**src/rtl/dv_ser_pkg.sv**
```systemverilog
`default_nettype none
// ============================================================================
//  Module      : dv_ser_pkg
//  Description : Shared types and helpers for the serial-to-parallel slice.
//                Provides the output-buffer state type, the default word
//                width and a helper that packs an in-order bit list into a
//                word (first bit -> bit 0).
//  Revision    : 1.0  initial release
// ============================================================================
package dv_ser_pkg;

    localparam int DEFAULT_WIDTH = 8;

    // Output holding buffer state: EMPTY (no word presented) or HOLD.
    typedef enum logic [0:0] {
        EMPTY = 1'b0,
        HOLD  = 1'b1
    } out_state_e;

    // Packs bits given in arrival order into a word, first bit at LSB.
    function automatic logic [DEFAULT_WIDTH-1:0] bits_to_word(
        input logic bits_in[DEFAULT_WIDTH]
    );
        logic [DEFAULT_WIDTH-1:0] word;
        word = '0;
        for (int i = 0; i < DEFAULT_WIDTH; i++) begin
            word[i] = bits_in[i];
        end
        return word;
    endfunction

endpackage : dv_ser_pkg
`default_nettype wire

```
**src/rtl/bit_deserializer.sv**
```systemverilog
`default_nettype none
// ============================================================================
//  Module      : bit_deserializer
//  Description : Collects one qualified serial bit per cycle (LSB first) into
//                a WIDTH-bit word and presents completed words on a
//                valid/ready interface through a one-deep holding buffer.
//                A word completing while the buffer is full and not being
//                drained is dropped and raises a sticky overflow flag.
//  Ports       : clk, rst      - clock, synchronous active-high reset
//                ser_valid     - ser_bit/ser_sof qualified this cycle
//                ser_bit       - serial data bit
//                ser_sof       - start of frame (restarts the word)
//                par_valid     - par_data holds a complete word
//                par_ready     - consumer accepts the presented word
//                par_data      - assembled word, LSB = first bit received
//                bit_count     - bits in the current partial word
//                overflow      - sticky dropped-word flag
//                clear_ovf     - clears overflow (a same-cycle set wins)
//  Revision    : 1.0  initial release
// ============================================================================
module bit_deserializer
    import dv_ser_pkg::*;
#(
    parameter int WIDTH = DEFAULT_WIDTH,
    parameter int CNT_W = $clog2(WIDTH)
) (
    input  logic             clk,
    input  logic             rst,
    input  logic             ser_valid,
    input  logic             ser_bit,
    input  logic             ser_sof,
    output logic             par_valid,
    input  logic             par_ready,
    output logic [WIDTH-1:0] par_data,
    output logic [CNT_W-1:0] bit_count,
    output logic             overflow,
    input  logic             clear_ovf
);

    localparam logic [CNT_W-1:0] c_last_pos = CNT_W'(WIDTH - 1);

    logic [WIDTH-1:0] r_shift;
    logic [CNT_W-1:0] r_count;
    out_state_e       r_state;
    logic [WIDTH-1:0] r_par_data;
    logic             r_ovf;

    logic [CNT_W-1:0] w_pos;
    logic [WIDTH-1:0] w_word;
    logic             w_complete;
    logic [CNT_W-1:0] w_count_nxt;
    logic             w_drop;

    // An SOF bit restarts the word: the partial word is discarded and the
    // SOF bit itself lands at position 0. Since WIDTH >= 2, an SOF bit can
    // never complete a word.
    always_comb begin
        w_pos         = ser_sof ? '0 : r_count;
        w_word        = ser_sof ? '0 : r_shift;
        w_word[w_pos] = ser_bit;
        w_complete    = ser_valid && (w_pos == c_last_pos);
        w_count_nxt   = w_complete ? '0 : (w_pos + CNT_W'(1));
        // Drop only when the held word is not being consumed this cycle.
        w_drop        = w_complete && (r_state == HOLD) && !par_ready;
    end

    always_ff @(posedge clk) begin
        if (rst) begin
            r_shift    <= '0;
            r_count    <= '0;
            r_state    <= EMPTY;
            r_par_data <= '0;
            r_ovf      <= 1'b0;
        end else begin
            if (ser_valid) begin
                r_count <= w_count_nxt;
                // Clearing on completion keeps the next word's unwritten
                // positions at zero while it is being assembled.
                r_shift <= w_complete ? '0 : w_word;
            end

            case (r_state)
                EMPTY: begin
                    // par_ready is ignored while nothing is presented.
                    if (w_complete) begin
                        r_par_data <= w_word;
                        r_state    <= HOLD;
                    end
                end
                HOLD: begin
                    if (par_ready) begin
                        if (w_complete) begin
                            r_par_data <= w_word;   // back-to-back, no bubble
                        end else begin
                            r_state    <= EMPTY;
                        end
                    end
                end
                default: r_state <= EMPTY;
            endcase

            if (w_drop) begin
                r_ovf <= 1'b1;
            end else if (clear_ovf) begin
                r_ovf <= 1'b0;
            end
        end
    end

    assign par_valid = (r_state == HOLD);
    assign par_data  = r_par_data;
    assign bit_count = r_count;
    assign overflow  = r_ovf;

endmodule : bit_deserializer
`default_nettype wire

```
**config.mk**
```make
export PLATFORM = sky130hd
export DESIGN_NAME = bit_deserializer
export DESIGN_NICKNAME = d
export VERILOG_FILES = /design/src/rtl/dv_ser_pkg.sv /design/src/rtl/bit_deserializer.sv
export SDC_FILE = /design/constraint.sdc
export NUM_CORES = 1
export LEC_CHECK = 0
export CORE_MARGIN = 2
export CORE_UTILIZATION = 23
export CTS_BUF_LIST = sky130_fd_sc_hd__clkbuf_8 sky130_fd_sc_hd__clkbuf_16
export CTS_CLUSTER_SIZE = 12
export DETAILED_ROUTE_END_ITERATION = 7
export DONT_BUFFER_PORTS = 1
export PLACE_DENSITY = 0.45
export SETUP_SLACK_MARGIN = 0.02
export SYNTH_ARGS = -nofsm -noshare
export SYNTH_HDL_FRONTEND = slang
export SYNTH_SLANG_ARGS = --single-unit
```
**constraint.sdc**
```tcl
create_clock -name clk -period 5.2 [get_ports clk]
set_clock_uncertainty 0.1 [all_clocks]
set_input_delay 1.56 -clock clk [delete_from_list [all_inputs] [get_ports clk]]
set_output_delay 1.56 -clock clk [all_outputs]
set_load 0.02 [all_outputs]
```
==> results.py <==
metrics = {
    "status": {
        "status": "finished, final reports clean",
    },
    "power": {
        "power_density_mw_per_mm2": 259.3,
        "pwr-share-comb_pct": 4.6,
        "power.leakage_nw": 0.3668,
        "p_clk_share_pct": 37.7,
        "p_int_uw": 221.7,
        "vdd_drop_max_uv": 65.41,
        "total_power_uw": 290.4,
        "power_frac_seq_pct": 57.6,
        "p_sw_uw": 68.66,
        "p_sw_share_pct": 23.64,
    },
    "timing": {
        "finalMaxSlewViolations": 0,
        "rsz0062_at_grt": "no",
        "worst_pin_slew_ns": 0.6872,
        "relSlewSlack_pct": 53.97,
        "fin_crit_sh_pct": 58.82,
        "timing_hold_violations_final": 0,
        "setup_tns_ns": 0,
        "finalSetupViolCount": 0,
        "fmax_ghz": 0.3269,
        "period_needed_ns": 3.059,
    },
    "clock_tree": {
        "cts_hold_buf": 0,
        "postCtsSetupRepairBufs": 0,
        "htree_levels": 1,
        "clk_pin_slew_worst_paths_ns": 0.08,
        "cts_tree": "done",
        "cts_resized": 0,
        "cts_root_buf": "clkbuf_8",
        "numCtsBuffers": 3,
        "clockBufferDepth": 2,
        "clock-sinks": 21,
        "insertion_delay_ns": 0.27,
    },
    "placed_design": {
        "place_hpwl_mm": 1.681,
        "placed_cells": 157,
        "placed_area_mm2": 0.001075,
        "gp_congestion": 0.7573,
        "io_buffers": 0,
    },
    "worst_setup_path": {
        "cpPeakStageDelay_ns": 0.64,
        "cpMostUsedCell": "ha_1",
        "worst-path-buf-inv": 0,
        "crit_fanout": 10,
        "required_ns": 5.29,
        "crit_chain": "nor2b_1, ha_1, ha_1, nand2_2, or4b_1, o2bb2ai_1",
        "worstPathArrival_ns": 3.15,
        "critPathCaptureType": "register",
        "slowest_stage": "or4b_1",
        "cp_top_family": "simple AND/OR/NAND/NOR gates",
        "critical_path_class": "in -> reg",
        "startpoint_type": "input port",
    },
    "synthesis": {
        "synthTopCellsByArea": "dfxtp_1, mux2i_1, nor2b_1, o2bb2ai_1, a21oi_1",
        "syn-num-nets": 122,
        "synthFlopType": "dfxtp_1",
        "async_flop_share_pct": 0,
        "yosys.area.top_type_share_pct": 40.38,
        "synth_edf_count": 0,
        "yosysSeqAreaShare_pct": 40.38,
        "yosys_warnings": 0,
        "syn_avg_cell_area_um2": 9.212,
        "ys_types": 30,
        "synthCells": 113,
        "synth_top_cell_by_area": "dfxtp_1",
        "ys_ff_latch": 21,
        "netlist_area_mm2": 0.001041,
    },
    "routing": {
        "first_pass_iters": 4,
        "vias": 811,
        "antenna_left": 0,
        "route.detailed.drc": 0,
        "drt-total-wl_mm": 2.515,
        "drt_iter0_drc": 89,
        "viasPerCell": 5.037,
        "wl_per_cell_um": 15.62,
    },
    "worst_hold_path": {
        "hold_path_class": "reg -> reg",
    },
    "floorplan": {
        "die_h_um": 71.28,
        "initial_core_util_pct": 23.91,
        "die_area_mm2": 0.005080,
        "core_mm2": 0.004354,
        "ioPinCount": 20,
        "die_w_um": 71.28,
        "rows": 24,
    },
    "grt": {
        "antenna_found_initial": 0,
        "grt_pass1_vias": 761,
        "grtUsageTotal_pct": 10.30,
        "grt_pass1_wl_mm": 4.077,
        "overflow": 0,
        "grt_start_max_net_pins": 19,
    },
    "cells_and_area": {
        "regArea_um2": 420.4,
        "stdcell_area_mm2": 0.001120,
        "area_growth_pct": 7.572,
        "multi_input_area_um2": 581.8,
        "fin_cells": 161,
        "fillers": 465,
        "diodes": 0,
        "drive_above_1_share_pct": 5.505,
        "layout.nets": 119,
    },
    "run": {
        "maxCapViolCount": 0,
    },
}
==> cell usage after synthesis (all sizes together), types with 2 or more instances <==
master,number
dfxtp,21
nor2b,10
inv,2
nand3,5
nand3b,6
clkbuf,8
o21ai,2
nand4b,2
nor2,4
a21oi,9
o2bb2ai,7
nor3b,4
ha,2
a31oi,6
mux2i,7
nand2b,6
nand2,2
==> final cells by class <==
class / instances / area share, %
multi-input combinational: 82 / 51.96
sequential: 21 / 37.54
tap: 52 / 5.810
clock buffer: 3 / 3.687
inverter: 2 / 0.6704
clock inverter: 1 / 0.3352
==> final timing paths <==
kind,start,slack [ns],end,cells after the start
max,ser_sof,2.14,par_data[7]$_SDFFE_PP0P_,6
min,r_shift[0]$_SDFFE_PP0P_,0.38,r_shift[0]$_SDFFE_PP0P_,2
max reg2reg,bit_count[0]$_SDFFE_PP0P_,2.60,par_data[7]$_SDFFE_PP0P_,6
min reg2reg,r_shift[0]$_SDFFE_PP0P_,0.38,r_shift[0]$_SDFFE_PP0P_,2
==> tightest hold or removal path, delay by kind of cell (launching register included) <==
family	cells	cell delay (ns)
AO/OA/AOI/OAI	1	0.06
flip-flops	1	0.32
AND/OR/NAND/NOR	1	0.05
==> registers in the layout, indices dropped and copies added (netlist names) <==
| signal | cells |
|---|---|
| par_valid | 1 |
| r_shift | 8 |
| par_data | 8 |
| bit_count | 3 |
| overflow | 1 |
==> logic make-up (layout without fill, tap and decap cells) <==
kind of cell	Yosys count	after routing	synth area share (%)
AND/OR/NAND/NOR	44	44	27.88
AO/OA/AOI/OAI	29	29	18.87
adder cells (fa/ha/maj)	2	2	2.403
multiplexers	7	7	6.731
flip-flops	21	21	40.38
buffers and inverters	10	6	3.726
==> power by group through the flow <==
stage | sequential (mW) | clock [mW] | combinational [mW]
after floorplan | 0.168 | 0 | 0.0164
after global placement | 0.171 | 0 | 0.0133
after detailed placement | 0.171 | 0 | 0.0135
after CTS | 0.167 | 0.113 | 0.0136
after global routing | 0.168 | 0.118 | 0.0151
final | 0.167 | 0.110 | 0.0135
==> per-layer routing <==
| metal | up-vias | wire [um] | GRT usage, % |
|---|---|---|---|
| met5 | - | 0 | 0 |
| met4 | 0 | 58 | 5.660 |
| met3 | 4 | 117 | 2.954 |
| met2 | 13 | 1140 | 14.71 |
| met1 | 385 | 1198 | 13.91 |
| li1 | 409 | - | - |
==> placed cells by master, fill, tap and decap left out, types with 3 or more instances in the layout <==
master     instances
o2bb2ai_1          7
inv_1              3
nor2b_1           10
nor2_1             4
dfxtp_1           21
nor3b_1            3
a21oi_1            9
mux2i_1            7
a31oi_1            6
nand2b_1           6
nand3b_1           6
clkbuf_8           3
nand3_1            5
==> metrics by stage <==
step | hold slack (ns) | setup slack [ns] | utilization [%]
3_5_place_dp | 0.3632 | 1.874 | 24.68
6_report | 0.3781 | 2.141 | 25.72
3_3_place_gp | 0.3617 | 1.941 | 24.68
2_1_floorplan | 0.3307 | 1.909 | -
5_1_grt | 0.4083 | 1.989 | 25.72
4_1_cts | 0.3763 | 2.158 | 25.72
Power figures use the tool's default switching activity.
==> patch 1, RTL diff (config.mk and constraints unchanged) <==
`DEFAULT_WIDTH`: 8 -> 16.
--- a/src/rtl/dv_ser_pkg.sv
+++ b/src/rtl/dv_ser_pkg.sv
@@ -9,7 +9,7 @@
 // ============================================================================
 package dv_ser_pkg;
 
-    localparam int DEFAULT_WIDTH = 8;
+    localparam int DEFAULT_WIDTH = 16;
 
     // Output holding buffer state: EMPTY (no word presented) or HOLD.
     typedef enum logic [0:0] {
Ports: changed (resized bit_count and par_data); port bits go from 20 to 29. The function was not compared with the original's and may differ.
==> patch 1 against the original RTL <==
Design area grew 82%; combinational power grew 44%; hold slack lost 0.028 ns; critical path depth is the same; area after synthesis grew 92%; worst setup slack lost 0.16 ns; wire length grew 100%; sequential share of layout area shrank 0.15 points; power grew 84%; sequential power grew 77%; first-iteration DRC count grew 36%; sequential cell count grew 17.
==> patch 1: results (changes against the original RTL) <==
- Outcome: complete, no violations (unchanged)
- Critical path peak fanout: 21 (was 10)
- Placed instance count: 289 (was 157)
- Largest stage delay, worst path: 0.51 ns (was 0.64 ns)
- Comb pwr: 19.4 µW (was 13.5 µW)
- Largest net degree at the start of global routing: 29 (was 19)
- Met1 Track Usage GR: 13.9% (about the same)
- Gp weighted congestion: 0.705 (was 0.757)
- Seq/Total Area, Yosys: 38.1% (was 40.4%)
- FF-to-FF setup slack: 2.66 ns (was 2.60 ns)
- Synth warn: 0 (unchanged)
- Peak supply drop: 0.0852 mV (was 0.0654 mV)
- Synth cell types: 42 (was 30)
- Multiplexer area fraction after synthesis: 6.02% (was 6.73%)
- Met3 Use GR: 3.96% (was 2.95%)
- Wire length on met3: 303 µm (was 117 µm)
- Hold path startpoint: r_shift[12] (was r_shift[0])
- First-pass GRT wire length: 8220 µm (was 4080 µm)
- Critical Path AT: 3.28 ns (was 3.15 ns)
- Top cells by instance count after synthesis: dfxtp_1, a31oi_1, nand2_1 (was dfxtp_1, nor2b_1, a21oi_1)
- Wl on met1: 2450 µm (was 1200 µm)
- Proportion of layout cells with a drive suffix above 1: 13.5% (was 5.50%)
- Vias: 1503 (was 811)
- Syn nets: 218 (was 122)
- Hpwl dp: 3230 µm (was 1680 µm)
- Power Internal: 407 µW (was 222 µW)
- Initial DRC count: 121 (was 89)
- Crit-path slowest cell: and4b_4 (was or4b_1)
- Pleak: 0.000653 µW (was 0.000367 µW)
- Synth top area cells: dfxtp_1, a211oi_2, mux2i_1 (was dfxtp_1, mux2i_1, nor2b_1)
- Compound-cell area share of the yosys netlist: 24.4% (was 18.9%)
- Area share of fa/ha/maj cells after synthesis: 2.51% (was 2.40%)
- WL final: 5100 µm (was 2520 µm)
- GRT Util Overall: 11.0% (was 10.3%)
- # nets final: 202 (was 119)
- Worst hold slack: 0.350 ns (was 0.378 ns)
- H-tree Lvls: 2 (was 1)
- Finished Layout Cells: 297 (was 161)
- WL met2: 2280 µm (was 1140 µm)
- Post-DP Area: 1940 µm² (was 1070 µm²)
- Hold Path End: r_shift[12] (was r_shift[0])
- Cts bufs inserted: 5 (was 3)
- Clk Latency, worst-skew pair: 0.29 ns (was 0.27 ns)
patch 1: changes by cell type in the layout (fill, tap and decap cells not counted), sizes merged, moves of 4 or more:
cell	delta
o2bb2ai	-7
a31oi	+13
o21ai	+11
or3	+6
a211oi	+11
nor2b	-9
nand3	+4
o32ai	+5
dfxtp	+17
nand2	+14
mux2i	+5
a22o	+4
a21oi	-7
patch 1: layout make-up:
type | count | area (µm²)
clock inverter | 2 | 12.5
fill | 889 | 6260
clock buffer | 6 | 82.6
tap | 105 | 131
multi-input combinational | 140 | 1020
inverter | 6 | 22.5
sequential | 38 | 761
patch 1: worst max-delay path by stage:
stage                     startpoint     endpoint  slack (ns)
after floorplan              ser_sof   r_shift[5]        1.81
after global placement       ser_sof  par_data[0]        1.75
after detailed placement     ser_sof  par_data[1]        1.67
after CTS                    ser_sof  par_data[1]        1.98
after global routing         ser_sof  par_data[2]        1.85
final                        ser_sof  par_data[1]        1.98
==> patch 2, RTL diff (same settings) <==
Without the edit above. Reset style: asynchronous (`rst`), changed in one clocked block. Comments in the files are not updated.
--- a/src/rtl/bit_deserializer.sv
+++ b/src/rtl/bit_deserializer.sv
@@ -64,7 +64,7 @@
         w_drop        = w_complete && (r_state == HOLD) && !par_ready;
     end
 
-    always_ff @(posedge clk) begin
+    always_ff @(posedge clk or posedge rst) begin
         if (rst) begin
             r_shift    <= '0;
             r_count    <= '0;
Behaviour: differs if rst is asserted again (counterexample within 4 cycles, from zero or initial values and one cycle with rst high); with rst held inactive, the same outputs for 10 cycles.
==> patch 2 against the original RTL <==
Worst setup slack better by 0.18 ns; critical path depth unchanged; design area down 1.5%; sequential cell count unchanged; register-to-register slack better by 0.23 ns; area after synthesis up 1.3%; sequential share of layout area up 10 points; wire length down 18%; via count down 21%; highest routed layer unchanged.
Power is not compared: it rests on default switching activity, and its combinational part moved more than twofold at a synthesized area within 25%.
==> patch 2: results (changes against the original RTL) <==
- Outcome: complete, no violations (unchanged)
- H-tree Lvls: 1 (unchanged)
- Layout fillers: 470 (was 465)
- Peak supply drop: 0.0853 mV
- GRT Util Overall: 8.62% (was 10.3%)
- Port Buffers: 0 (unchanged)
- Setup Buffers After CTS: 0 (unchanged)
- Cts bufs inserted: 3 (unchanged)
- Post-CTS sizing: 0 (unchanged)
- Syn nets: 105 (was 122)
- Antenna violations before repair: 0 (unchanged)
- Critical Path AT: 2.95 ns (was 3.15 ns)
- Drt first pass iters: 4 (unchanged)
- FFs w/ async S/R, synth: 100% (was 0%)
- Vias in the first global route: 673 (was 761)
- Hpwl dp: 1540 µm (was 1680 µm)
- Largest net degree at the start of global routing: 22 (was 19)
- Synth warn: 0 (unchanged)
- Root buf cell: clkbuf_8 (unchanged)
- Initial DRC count: 43 (was 89)
- Avg Cell Area, Syn: 11.0 µm² (was 9.21 µm²)
- Max-slew headroom: 47.0% (was 54.0%)
- First-pass GRT wire length: 3510 µm (was 4080 µm)
- Synth top area cells: dfrtp_1, mux2i_1, o2bb2ai_1 (was dfxtp_1, mux2i_1, nor2b_1)
- Pleak: roughly 0.00048 µW
- Clk Latency, worst-skew pair: 0.25 ns (was 0.27 ns)
- Crit-path slowest cell: or3b_1 (was or4b_1)
- Clock Path Buffers: 2 (unchanged)
- Hold WC Path Type: reg2reg (unchanged)
- Proportion of layout cells with a drive suffix above 1: 10.8% (was 5.50%)
- Placed instance count: 141 (was 157)
- Synth cell types: 29 (was 30)
- Largest stage delay, worst path: 0.49 ns (was 0.64 ns)
- Vias per cell: 4.43 (was 5.04)
- Antenna Cells: 0 (unchanged)
- Critical path peak fanout: 8 (was 10)
- Dpl ws: 2.07 ns (was 1.87 ns)
- Top cells by instance count after synthesis: dfrtp_1, inv_1, o22ai_1 (was dfxtp_1, nor2b_1, a21oi_1)
- WL/cell: 14.2 µm (was 15.6 µm)
- Synth Flop Type: dfrtp_1 (was dfxtp_1)
- Gp weighted congestion: 0.707 (was 0.757)
- Seq/Total Area, Yosys: 49.8% (was 40.4%)
- # nets final: 103 (was 119)
- WL final: 2050 µm (was 2520 µm)
- Clock Pin Slew Worst Setup and Hold Paths: approximately 0.07 ns
patch 2: changes by cell type after synthesis, sizes merged, moves of 5 or more:
cell / before / now
a21oi: 9 / 1
buf: 0 / 6
clkbuf: 8 / 1
dfrtp: 0 / 21
dfxtp: 21 / 0
inv: 2 / 12
nand2b: 6 / 1
nor2b: 10 / 1
o22ai: 0 / 8
patch 2: through the flow:
stage          hold slack (ns)  cell area [µm²]
4_1_cts                  0.432             1100
2_1_floorplan            0.404             1050
5_1_grt                  0.450             1100
3_3_place_gp             0.415             1060
3_5_place_dp             0.420             1060
6_report                 0.429             1100
patch 2: routing by layer:
metal	up-vias	global-route usage [%]	wire length, µm	part of all wire, %
met5	-	0	0	0
met4	0	3.14	27	1.3
met3	2	2.67	117	5.7
met2	8	13.7	935	46
met1	306	11.1	972	47
li1	327	-	-	-
patch 2: cells by family (layout without fill, tap and decap cells):
| kind of cell | after synthesis | after routing | synth area share (%) |
|---|---|---|---|
| flip-flops | 21 | 21 | 49.8 |
| AND/OR/NAND/NOR | 24 | 24 | 15.9 |
| adder cells (fa/ha/maj) | 2 | 2 | 2.37 |
| buffers and inverters | 19 | 16 | 10.1 |
| AO/OA/AOI/OAI | 23 | 23 | 15.2 |
| multiplexers | 7 | 7 | 6.64 |
patch 2: power breakdown:
| part | switching [µW] | internal, µW | leakage, µW |
|---|---|---|---|
| combinational | 20.8 | 20.0 | 0.000171 |
| clock | 49.1 | 52.4 | 0.0000269 |
| sequential | 24.1 | 174 | 0.000284 |
patch 2: final cells by class:
type	count	share of cell area (%)
clock buffers	3	3.74
clock inverters	1	0.340
inverters	12	4.08
multi-input cells	56	38.3
flip-flops and latches	21	47.6
well taps	52	5.90
patch 2: critical path, delay by kind of cell:
family / cells / cell delay, ns
compound gates: 1 / 0.20
simple gates: 3 / 0.74
fa+ha+maj: 2 / 0.46
patch 2: path summary, 6_finish.rpt:
kind | startpoint | end | slack [ns] | depth (start not counted)
max | ser_sof | par_data[6] | 2.32 | 6
min | r_shift[7] | r_shift[7] | 0.43 | 2
max reg2reg | bit_count[0] | par_data[6] | 2.83 | 6
min reg2reg | r_shift[7] | r_shift[7] | 0.43 | 2
max in group asynchronous | rst | r_shift[7] | 3.26 | 1
min in group asynchronous | rst | par_valid | 1.24 | 1
